## src/rtl/truth_table_sequencer.sv

```systemverilog
// Sweeps {A,B,C,D} through every code, captures F per code into a truth table and compares it with a latched expected table.
// Each vector takes SETTLE_CYCLES+1 cycles; a start is ignored while busy, and an abort returns to IDLE with no done pulse.
module truth_table_sequencer #(
  parameter int N_IN          = 4,
  parameter int SETTLE_CYCLES = 1
) (
  input  logic                 clk,
  input  logic                 rst_n,
  input  logic                 start,
  input  logic                 abort,
  input  logic [2**N_IN-1:0]   expected,
  output logic [N_IN-1:0]      vec,
  input  logic                 f_in,
  output logic                 busy,
  output logic                 done,
  output logic [2**N_IN-1:0]   truth,
  output logic                 match,
  output logic [N_IN:0]        mismatch_cnt,
  output logic [N_IN-1:0]      first_fail,
  output logic                 fail_valid
);

  localparam int TT_W = 2**N_IN;
  localparam logic [N_IN-1:0] LAST_VEC = '1;
  // SETTLE occupies exactly SETTLE_CYCLES cycles, so the counter is loaded one short
  // and SETTLE is skipped entirely when no settle time is asked for.
  localparam logic [3:0] CNT_LOAD = (SETTLE_CYCLES > 0) ? 4'(SETTLE_CYCLES - 1) : 4'd0;
  localparam bit HAS_SETTLE = (SETTLE_CYCLES > 0);

  typedef enum logic [1:0] {IDLE, SETTLE, CAPTURE, DONE} state_t;

  state_t            state, state_nx;
  logic [TT_W-1:0]   expected_q;
  logic [3:0]        settle_cnt;
  logic              miss;
  logic [N_IN:0]     cnt_inc;

  assign miss    = (f_in != expected_q[vec]);
  assign cnt_inc = mismatch_cnt + {{N_IN{1'b0}}, miss};

  always_ff @(posedge clk or negedge rst_n) begin
    if (!rst_n) state <= IDLE;
    else        state <= state_nx;
  end

  always_comb begin
    state_nx = state;
    case (state)
      IDLE: begin
        if (start && !abort) state_nx = HAS_SETTLE ? SETTLE : CAPTURE;
      end
      SETTLE: begin
        if (abort)                 state_nx = IDLE;
        else if (settle_cnt == '0) state_nx = CAPTURE;
      end
      CAPTURE: begin
        if (abort)                 state_nx = IDLE;
        else if (vec == LAST_VEC)  state_nx = DONE;
        else                       state_nx = HAS_SETTLE ? SETTLE : CAPTURE;
      end
      DONE:    state_nx = IDLE;
      default: state_nx = IDLE;
    endcase
  end

  always_ff @(posedge clk or negedge rst_n) begin
    if (!rst_n) begin
      expected_q   <= '0;
      settle_cnt   <= '0;
      vec          <= '0;
      busy         <= 1'b0;
      done         <= 1'b0;
      truth        <= '0;
      match        <= 1'b0;
      mismatch_cnt <= '0;
      first_fail   <= '0;
      fail_valid   <= 1'b0;
    end else begin
      done <= 1'b0;
      case (state)
        IDLE: begin
          if (start && !abort) begin
            expected_q   <= expected;
            vec          <= '0;
            truth        <= '0;
            mismatch_cnt <= '0;
            fail_valid   <= 1'b0;
            first_fail   <= '0;
            match        <= 1'b0;
            settle_cnt   <= CNT_LOAD;
            busy         <= 1'b1;
          end
        end
        SETTLE: begin
          if (abort) begin
            busy <= 1'b0;
            vec  <= '0;
          end else if (settle_cnt != '0) begin
            settle_cnt <= settle_cnt - 4'd1;
          end
        end
        CAPTURE: begin
          if (abort) begin
            busy <= 1'b0;
            vec  <= '0;
          end else begin
            truth[vec]   <= f_in;
            mismatch_cnt <= cnt_inc;
            if (miss && !fail_valid) begin
              first_fail <= vec;
              fail_valid <= 1'b1;
            end
            if (vec == LAST_VEC) begin
              // Registered so match is valid in the same cycle as the done pulse.
              done  <= 1'b1;
              busy  <= 1'b0;
              match <= (cnt_inc == '0);
            end else begin
              vec        <= vec + 1'b1;
              settle_cnt <= CNT_LOAD;
            end
          end
        end
        default: ;
      endcase
    end
  end

endmodule
```

## config.mk

```make
export PLATFORM = sky130hd
export DESIGN_NAME = truth_table_sequencer
export DESIGN_NICKNAME = d
export VERILOG_FILES = /design/src/rtl/truth_table_sequencer.sv
export SDC_FILE = /design/constraint.sdc
export NUM_CORES = 1
export LEC_CHECK = 0
export BUFFER_PORTS_ARGS = -buffer_cell sky130_fd_sc_hd__buf_2
export CELL_PAD_IN_SITES_DETAIL_PLACEMENT = 1
export CELL_PAD_IN_SITES_GLOBAL_PLACEMENT = 2
export CORE_AREA = 2 2 94 96
export CTS_BUF_LIST = sky130_fd_sc_hd__clkbuf_16
export DETAILED_ROUTE_END_ITERATION = 10
export DIE_AREA = 0 0 96 98
export PLACE_DENSITY = 0.85
export SETUP_SLACK_MARGIN = 0.1
export SLEW_MARGIN = 20
export SYNTH_ARGS = -nofsm -noshare
export SYNTH_HDL_FRONTEND = slang
export SYNTH_SLANG_ARGS = --single-unit
```

## constraint.sdc

```tcl
create_clock -name clk -period 3.5 [get_ports clk]
set_input_delay 0.525 -clock clk [delete_from_list [all_inputs] [get_ports clk]]
set_output_delay 0.525 -clock clk [all_outputs]
set_load 0.03 [all_outputs]
```

# Word-level counts from Yosys, hierarchy flattened
# Cells that the tools add are included.
[word_totals]
regBits = 55
latchBits = 0
ram_bits = 0
rom_bits = 0
out_inout_bits = 33
mem_count = 0
[op_classes]
add_sub_neg = 3
mul = 0
n_div = 0
order_cmp = 2
eq_ne = 16
shift = 0
n_mux = 45
n_bitwise = 0
n_reduce_logical = 19
[op_table]
columns = ["cell", "count"]
rows = [
  ["$mux 4", 10],
  ["$mux 16", 2],
  ["$pmux 16 s2", 1],
  ["$pmux 4 s3", 2],
  ["$bwmux 16", 1],
  ["$ne 2x2->1 const B", 8],
  ["$reduce_and 4->1", 4],
  ["$mux 1", 14],
  ["$mux 2", 5],
  ["$mux 5", 2],
  ["$pmux 5 s2", 1],
  ["$ne 3x3->1 const B", 3],
  ["$pmux 2 s4", 1],
  ["$pmux 4 s2", 1],
  ["$reduce_and 6->1", 1],
  ["$add 5x1->5", 1],
  ["$logic_not 5->1", 1],
  ["$lt 4x5->1 const B", 1],
  ["$add 4x1->4 const B", 1],
  ["$bmux 1 s4", 1],
  ["$demux 1 s4", 1],
  ["$eq 2x2->1 const B", 2],
  ["$eq 4x4->1 const B", 1],
  ["$ge 4x1->1 const B", 1],
  ["14 further kinds", 19],
]

# Logic depth before layout (Yosys ltp)
# Gate-level depths: netlist of the first run.
[depth]
depth_word = 8
mapped_depth = 12
depth_no_buf = 11

# Worst setup path after synthesis of the first run
# No wires, ideal clock.
[synth_timing]
path_kind = "reg2reg"
start = "reg vec[1]"
end = "reg match"
setup_ps = 66
t_arrival_ps = 2998
required_ps = 3434
slack_ps = 436
path_stages_with_launch = 11
path_buffers = 1
period_less_slack_ps = 3064
cell_sequence = "dfrtp_1 -> buf_6 -> mux2i_1 -> mux4_2 -> mux2i_1 -> xor2_1 -> ha_1 -> ha_1 -> or4_1 -> o31ai_1 -> a22o_1"
[synth_between]
elab_chain_cells = 8
word_cells_on_any_way = 11
classes_between = "add/sub: 1; eq/ne: 3; mux: 5; reduce/logical: 2"
[synth_rtl]
columns = ["element", "line", "rtl"]
rows = [
  ["start, declared", "12", "output logic [N_IN-1:0] vec,"],
  ["start signal, assigned", "119", "vec <= vec + 1'b1;"],
  ["$bmux 1 s4", "38", "assign miss = (f_in != expected_q[vec]);"],
  ["$mux 1 (implied by the code)", "38", ""],
  ["$ne 1x1->1", "38", ""],
  ["$add 5x1->5", "39", "assign cnt_inc = mismatch_cnt + {{N_IN{1'b0}}, miss};"],
  ["$logic_not 5->1", "117", "match <= (cnt_inc == '0);"],
  ["$mux 1", "113", "if (vec == LAST_VEC) begin"],
  ["$mux 1", "103", "if (abort) begin"],
  ["$pmux 1 s2", "80", "case (state)"],
  ["end signal, assigned", "117", ""],
  ["end, declared", "17", "output logic match,"],
]
# Parallel ways exist; a longest one is shown, timed or not. The select of a mux whose other input is x is not followed.
# A chain may end at the register's enable or synchronous reset.

# Worst setup path after layout of the first run
# Ends and elaborated chain as after synthesis.

==> metrics.txt, run 1 <==
status=finished, final reports clean; Area contributors post-synth=dfrtp_1 (48%), o21ai_0 (8.3%), mux2_2 (6.3%), ha_1 (5.3%), a21oi_1 (4.2%); post-DP HPWL=5532 um; Clock Skew=0.009316 ns; Die ar.=0.009408 mm^2; global-route wire length before repair=12760 um; Nets=365; worst hold path type=primary input to async pin; Max Slew Vio Count=0; Rows=34; CTS tree=done; area leader, netlist=dfrtp_1; syn_area_per_cell=10.20 um^2; Ports=54; die extent in y=98 um; Worst Setup Start Kind=flop; Cell Area, Placed=0.003234 mm^2; Port Buf Inserts=53; Final Setup Violations=0; number of library cell types mapped by synthesis=35; CTS root buffer=clkbuf_16; final hold viol count=0; number of clock sinks=55; synthesized area=0.002846 mm^2; vias in the first global route=2528; minimum clock period=3.091 ns; Syn Nets=312; Fill cells=990; Initial Util=0.3362; synthesized instance count=279; worst-path fanout max=10; Core Region=0.008466 mm^2; power per cell area=642.3 mW/mm^2; Least-Margin Pin Slew=0.8161 ns; YS warnings=0; Worst R2R Path Depth=9; Clock Latency Late Sink=0.29 ns; synthesized flop and latch total=55; Worst VDD drop=0.2628 mV; Setup TNS Final=0 ns; post-synthesis sequential area ratio=0.4835; Clock transition at path regs=0.07 ns; number of remaining DRC errors=0; area share of the leading cell type in the synthesized netlist=0.4835; pin count of the biggest net entering global routing=36; initial antenna violation count=0; register-to-register setup slack=0.41 ns; fin crit share=0.8831; DR pass1 iterations=4; CTS buffer count=5; crit path DAT=3.32 ns; final wirelength=7598 um; leakage power=1.602 nW; ratio of cells with drive above 1 in the final layout=0.2673; via/cell ratio=5.361; post-route cell area=0.003400 mm^2; Total GRT Usage=0.1697; Detail Route Antenna Nets=0; critical path endpoint category=flop; Critical R2R Launch=vec[1]; htree depth=2; RSZ-0062 raised after global routing=false; critical path required time=3.73 ns; Final GP Congestion=0.7877; Initial DRC Count=61; Highest Clock Rate=323.5 MHz; Slew HR=0.4560; max_cap viols=0; area grow syn2layout=19.43%; Vias=2364; number of diodes=0; Worst Path Class, Setup=flop to flop; GRT overflow=0; RR Endpoint=match; maximum clock path buffer count=2; die width=96 um; wire per inst=17.23 um
-- worst max path at each step --
stage            end  startpoint  slack, ns  cells past startpoint
6_report       match      vec[1]       0.41                      9
5_1_grt        match      vec[1]       0.23                     10
4_1_cts        match      vec[1]       0.29                      9
3_5_place_dp   match      vec[1]       0.35                      9
3_3_place_gp   match      vec[1]       0.45                      9
2_1_floorplan  match      vec[1]       0.44                     10
-- state kept, by name (all words and copies together), names as in the netlist --
signal	flops
busy	1
done	1
expected_q	16
fail_valid	1
first_fail	4
match	1
mismatch_cnt	5
settle_cnt	4
state	2
truth	16
vec	4
-- power by group --
part	total (W)	switching (W)	internal (W)
clock network	0.000571	0.000236	0.000335
logic	0.000741	0.000431	0.000309
registers	0.000872	0.0000957	0.000776
-- per-stage QoR --
stage	std cells	setup slack [ns]	power [W]	hold slack [ns]	utilization
6_report	441	0.4092	0.002184	0.3257	0.4016
5_1_grt	441	0.2346	0.002332	0.4014	0.4016
4_1_cts	441	0.2879	0.002207	0.3612	0.4014
3_5_place_dp	433	0.3453	0.001634	0.4840	0.3821
3_3_place_gp	433	0.4493	0.001597	0.4833	0.3821
2_1_floorplan	279	0.4356	0.001403	0.2294	-
-- per-layer routing --
| metal | global-route usage | wire (um) | up-vias |
|---|---|---|---|
| met5 | 0 | 0 | - |
| met4 | 0.04176 | 68 | 0 |
| met3 | 0.02932 | 281 | 7 |
| met2 | 0.2746 | 3626 | 43 |
| met1 | 0.2345 | 3621 | 1197 |
| li1 | - | - | 1117 |
-- cell usage in the layout, fill, tap and decap left out, types with 2 or more instances in the layout --
master,instances
o21ai_0,47
and3_1,2
ha_1,12
nand3_1,14
nor2b_1,4
nor3b_1,3
mux4_2,2
clkbuf_16,5
a22o_1,5
or2_2,3
o31ai_1,3
buf_4,6
inv_1,8
nand2b_1,3
dfrtp_1,54
o22ai_1,2
mux2i_1,12
or4_1,2
mux2_2,16
buf_2,53
nand2_1,17
clkinv_1,2
a32o_1,5
nor3_1,5
nor2_1,10
a21oi_1,24
xor2_1,3
-- worst max-delay path: stages (launching register included) --
cell and delay [ns]:
dfrtp_2 0.51, mux2i_1 0.15, mux4_2 0.51, mux2i_1 0.19
xor2_1 0.23, ha_1 0.23, ha_1 0.25, or4_1 0.53
o31ai_1 0.28, a22o_1 0.16
-- cell usage after synthesis --
cell,instances
clkbuf_1,11
o211ai_1,1
a22o_1,5
nand2_1,17
nor3b_1,3
o31ai_1,3
o32ai_1,1
o21ai_0,47
clkinv_1,1
nor2b_1,4
o21a_1,1
and2_1,1
nor2_1,10
a31o_2,1
xor2_1,3
a32o_1,5
nand3_1,14
buf_6,1
dfrtp_1,55
nand2b_1,3
mux2i_1,12
inv_1,8
o221ai_1,1
nor3_1,5
or2_2,3
a21oi_1,24
mux2_2,16
and3_1,2
mux4_2,2
buf_2,1
or4_1,2
ha_1,12
nand3b_1,1
o22ai_1,2
a221oi_1,1
-- area by class of cell --
cell class	count	area [um^2]	share of cell area
multi-input cells	202	1379	0.4056
inverters	9	33.78	0.009937
repair buffers	59	310.3	0.09128
clock inverters	3	38.79	0.01141
clock buffers	5	125.1	0.03681
well taps	108	135.1	0.03975
flip-flops and latches	55	1378	0.4052
-- cells by family after synthesis --
logic type,Yosys count,synth area share
AOI/OAI and AO/OA,92,0.1877
and+or+nand+nor,65,0.1134
DFF,55,0.4835
adders and majority gates,12,0.05275
xor gates and xnor gates,3,0.009232
muxes,30,0.1213
buffers and inverters,22,0.03209
-- timing repair --
item / CTS / global route
buffers inserted: 0 / 0
endpoints found under the setup margin: 0 / 1
hold buffers: 0 / 0
resized for setup: 0 / 1
No activity file was read; power rests on OpenSTA's default activity.
==> inputs of run 2 (changes only) <==
PLACE_DENSITY = 0.79   (was 0.85)
SKIP_LAST_GASP = 1   (was unset)
==> run 2 against run 1 <==
  * Clock power is 1% lower
  * Sequential power is 0.7% higher
  * Hold slack got worse by 0.00078 ns
  * Die area did not move
  * Critical path type unchanged
  * Design area about the same
  * Sequential cell count is the same
  * Power hardly changed
  * Non-clock buffer count stayed put
  * Utilization barely moved
  * Routed wire length down 0.45%
  * Largest power group unchanged
  * Largest cell class unchanged
  * Sequential share of layout area is essentially flat
==> metrics.txt, run 2 (synthesis gave the netlist of run 1 again) <==
Vias=2363 (-0.042%); Clock Latency Late Sink=0.29 ns (about the same); Die ar.=0.009408 mm^2 (unchanged); cts hold-fix bufs=0 (unchanged); critical path endpoint category=flop; Worst Setup Start Kind=flop; worst-path fanout max=9 (-1); DR pass1 iterations=4 (unchanged); max_cap viols=0 (unchanged); Core Region=0.008466 mm^2 (unchanged); leakage power=1.602 nW (about the same); Final Setup Violations=0 (unchanged); htree depth=2 (unchanged); Ports=54 (unchanged); Port Buf Inserts=53 (unchanged); initial antenna violation count=0 (unchanged); worst hold path type=primary input to async pin; post_cts resized=0 (unchanged); Initial DRC Count=78 (+28%); Fill cells=986 (-0.40%); Clock transition at path regs=0.07 ns (about the same); setup repair bufs after CTS=0 (unchanged); Clock Skew=0.005827 ns (-0.003489 ns); Least-Margin Pin Slew=0.8135 ns (-0.002610 ns); number of diodes=0 (unchanged); Final GP Congestion=0.7874 (about the same); Worst VDD drop=0.3109 mV (+18%); CP max stage cell=dfrtp_1; wire per inst=17.15 um (-0.45%); power per cell area=643.0 mW/mm^2 (+0.10%); Nets=365 (unchanged); number of clock sinks=55 (unchanged); Rows=34 (unchanged); minimum clock period=3.233 ns (+0.1421 ns); Setup TNS Final=0 ns (unchanged); total power=0.002185 W (about the same); Initial Util=0.3362 (unchanged); Max stage delay on crit path=0.64 ns (+0.11 ns); global-route wire length before repair=12630 um (-0.98%); Total GRT Usage=0.1717 (+0.001995); die extent in y=98 um (unchanged); via/cell ratio=5.358 (about the same); CTS buffer count=5 (unchanged); commonest non-fill, non-tap cells in the layout=dfrtp_1 (55), buf_2 (53), o21ai_0 (47); ratio of cells with drive above 1 in the final layout=0.2643 (-0.003003); final wirelength=7564 um (-0.45%); Slew HR=0.4577 (+0.001740); fin crit share=0.9237 (+0.04060); status=finished, final reports clean; Max Slew Vio Count=0 (unchanged); final hold viol count=0 (unchanged); RSZ-0062 raised after global routing=false; worst path cell trace=mux2i_1 -> mux4_2 -> mux2i_1 -> xor2_1 -> ha_1 -> ha_1 -> or4_1 -> o31ai_1 -> a22o_1; most common cell after layout, fill and taps aside=dfrtp_1; critical path required time=3.73 ns (about the same); maximum clock path buffer count=2 (unchanged); Highest Clock Rate=309.3 MHz (-4.4%); post-DP HPWL=5604 um (+1.3%); die width=96 um (unchanged); GRT overflow=0 (unchanged); number of remaining DRC errors=0 (unchanged); crit path DAT=3.46 ns (+0.14 ns); CTS tree=done; Detail Route Antenna Nets=0 (unchanged); pin count of the biggest net entering global routing=35 (-2.8%); area grow syn2layout=19.38% (about the same); Worst Path Class, Setup=flop to flop; CTS root buffer=clkbuf_16; Top Registers=expected_q (16), truth (16), mismatch_cnt (5); vias in the first global route=2479 (-1.9%)
[run 2: cell counts in the layout (fill, tap and decap cells not counted)]
Identical to the previous run, type by type.
[run 2: through the flow]
step | hold WS (ns) | cell area [um^2] | setup WS, ns | std cells | util
2_1_floorplan | 0.2294 | 2846 | 0.4356 | 279 | -
3_3_place_gp | 0.4799 | 3234 | 0.4453 | 433 | 0.3821
3_5_place_dp | 0.4796 | 3234 | 0.2861 | 433 | 0.3821
4_1_cts | 0.3450 | 3398 | 0.2454 | 441 | 0.4014
5_1_grt | 0.3930 | 3398 | 0.1143 | 441 | 0.4014
6_report | 0.3250 | 3398 | 0.2671 | 441 | 0.4014
[run 2: layout make-up]
cell class / count / area [um^2] / share of cell area
multi-input combinational: 202 / 1379 / 0.4057
sequential: 55 / 1376 / 0.4050
timing repair buffer: 59 / 310.3 / 0.09131
tap: 108 / 135.1 / 0.03976
clock buffer: 5 / 125.1 / 0.03682
clock inverter: 3 / 38.79 / 0.01141
inverter: 9 / 33.78 / 0.009941
[run 2: worst paths after layout]
check | startpoint | endpoint | slack [ns] | cells past startpoint
max | vec[1] | match | 0.27 | 9
min | rst_n | done | 0.32 | 1
max reg2reg | vec[1] | match | 0.27 | 9
min reg2reg | first_fail[1] | first_fail[1] | 0.49 | 1
max in group asynchronous | rst_n | expected_q[2] | 2.38 | 2
min in group clk | expected[10] | expected_q[10] | 0.46 | 2
[run 2: critical path: cells and delay by family, from the launching register on]
kind,cells,cell delay (ns)
XOR/XNOR,1,0.24
AO/OA/AOI/OAI,2,0.40
flip-flops,1,0.64
multiplexers,3,0.89
AND/OR/NAND/NOR,1,0.53
adder cells (fa/ha/maj),2,0.46
[run 2: power breakdown]
group	total (W)	switching (W)	leakage, nW	internal, W
registers	0.000878	0.000101	0.726	0.000777
logic	0.000744	0.000430	0.795	0.000315
clock network	0.000563	0.000228	0.0812	0.000334
[run 2: per-layer routing]
layer,GRT usage,up-vias,routed length (um),part of all wire
li1,-,1119,-,-
met1,0.2431,1187,3588,0.47
met2,0.2644,49,3572,0.47
met3,0.03395,8,310,0.041
met4,0.05165,0,93,0.012
met5,0,-,0,0
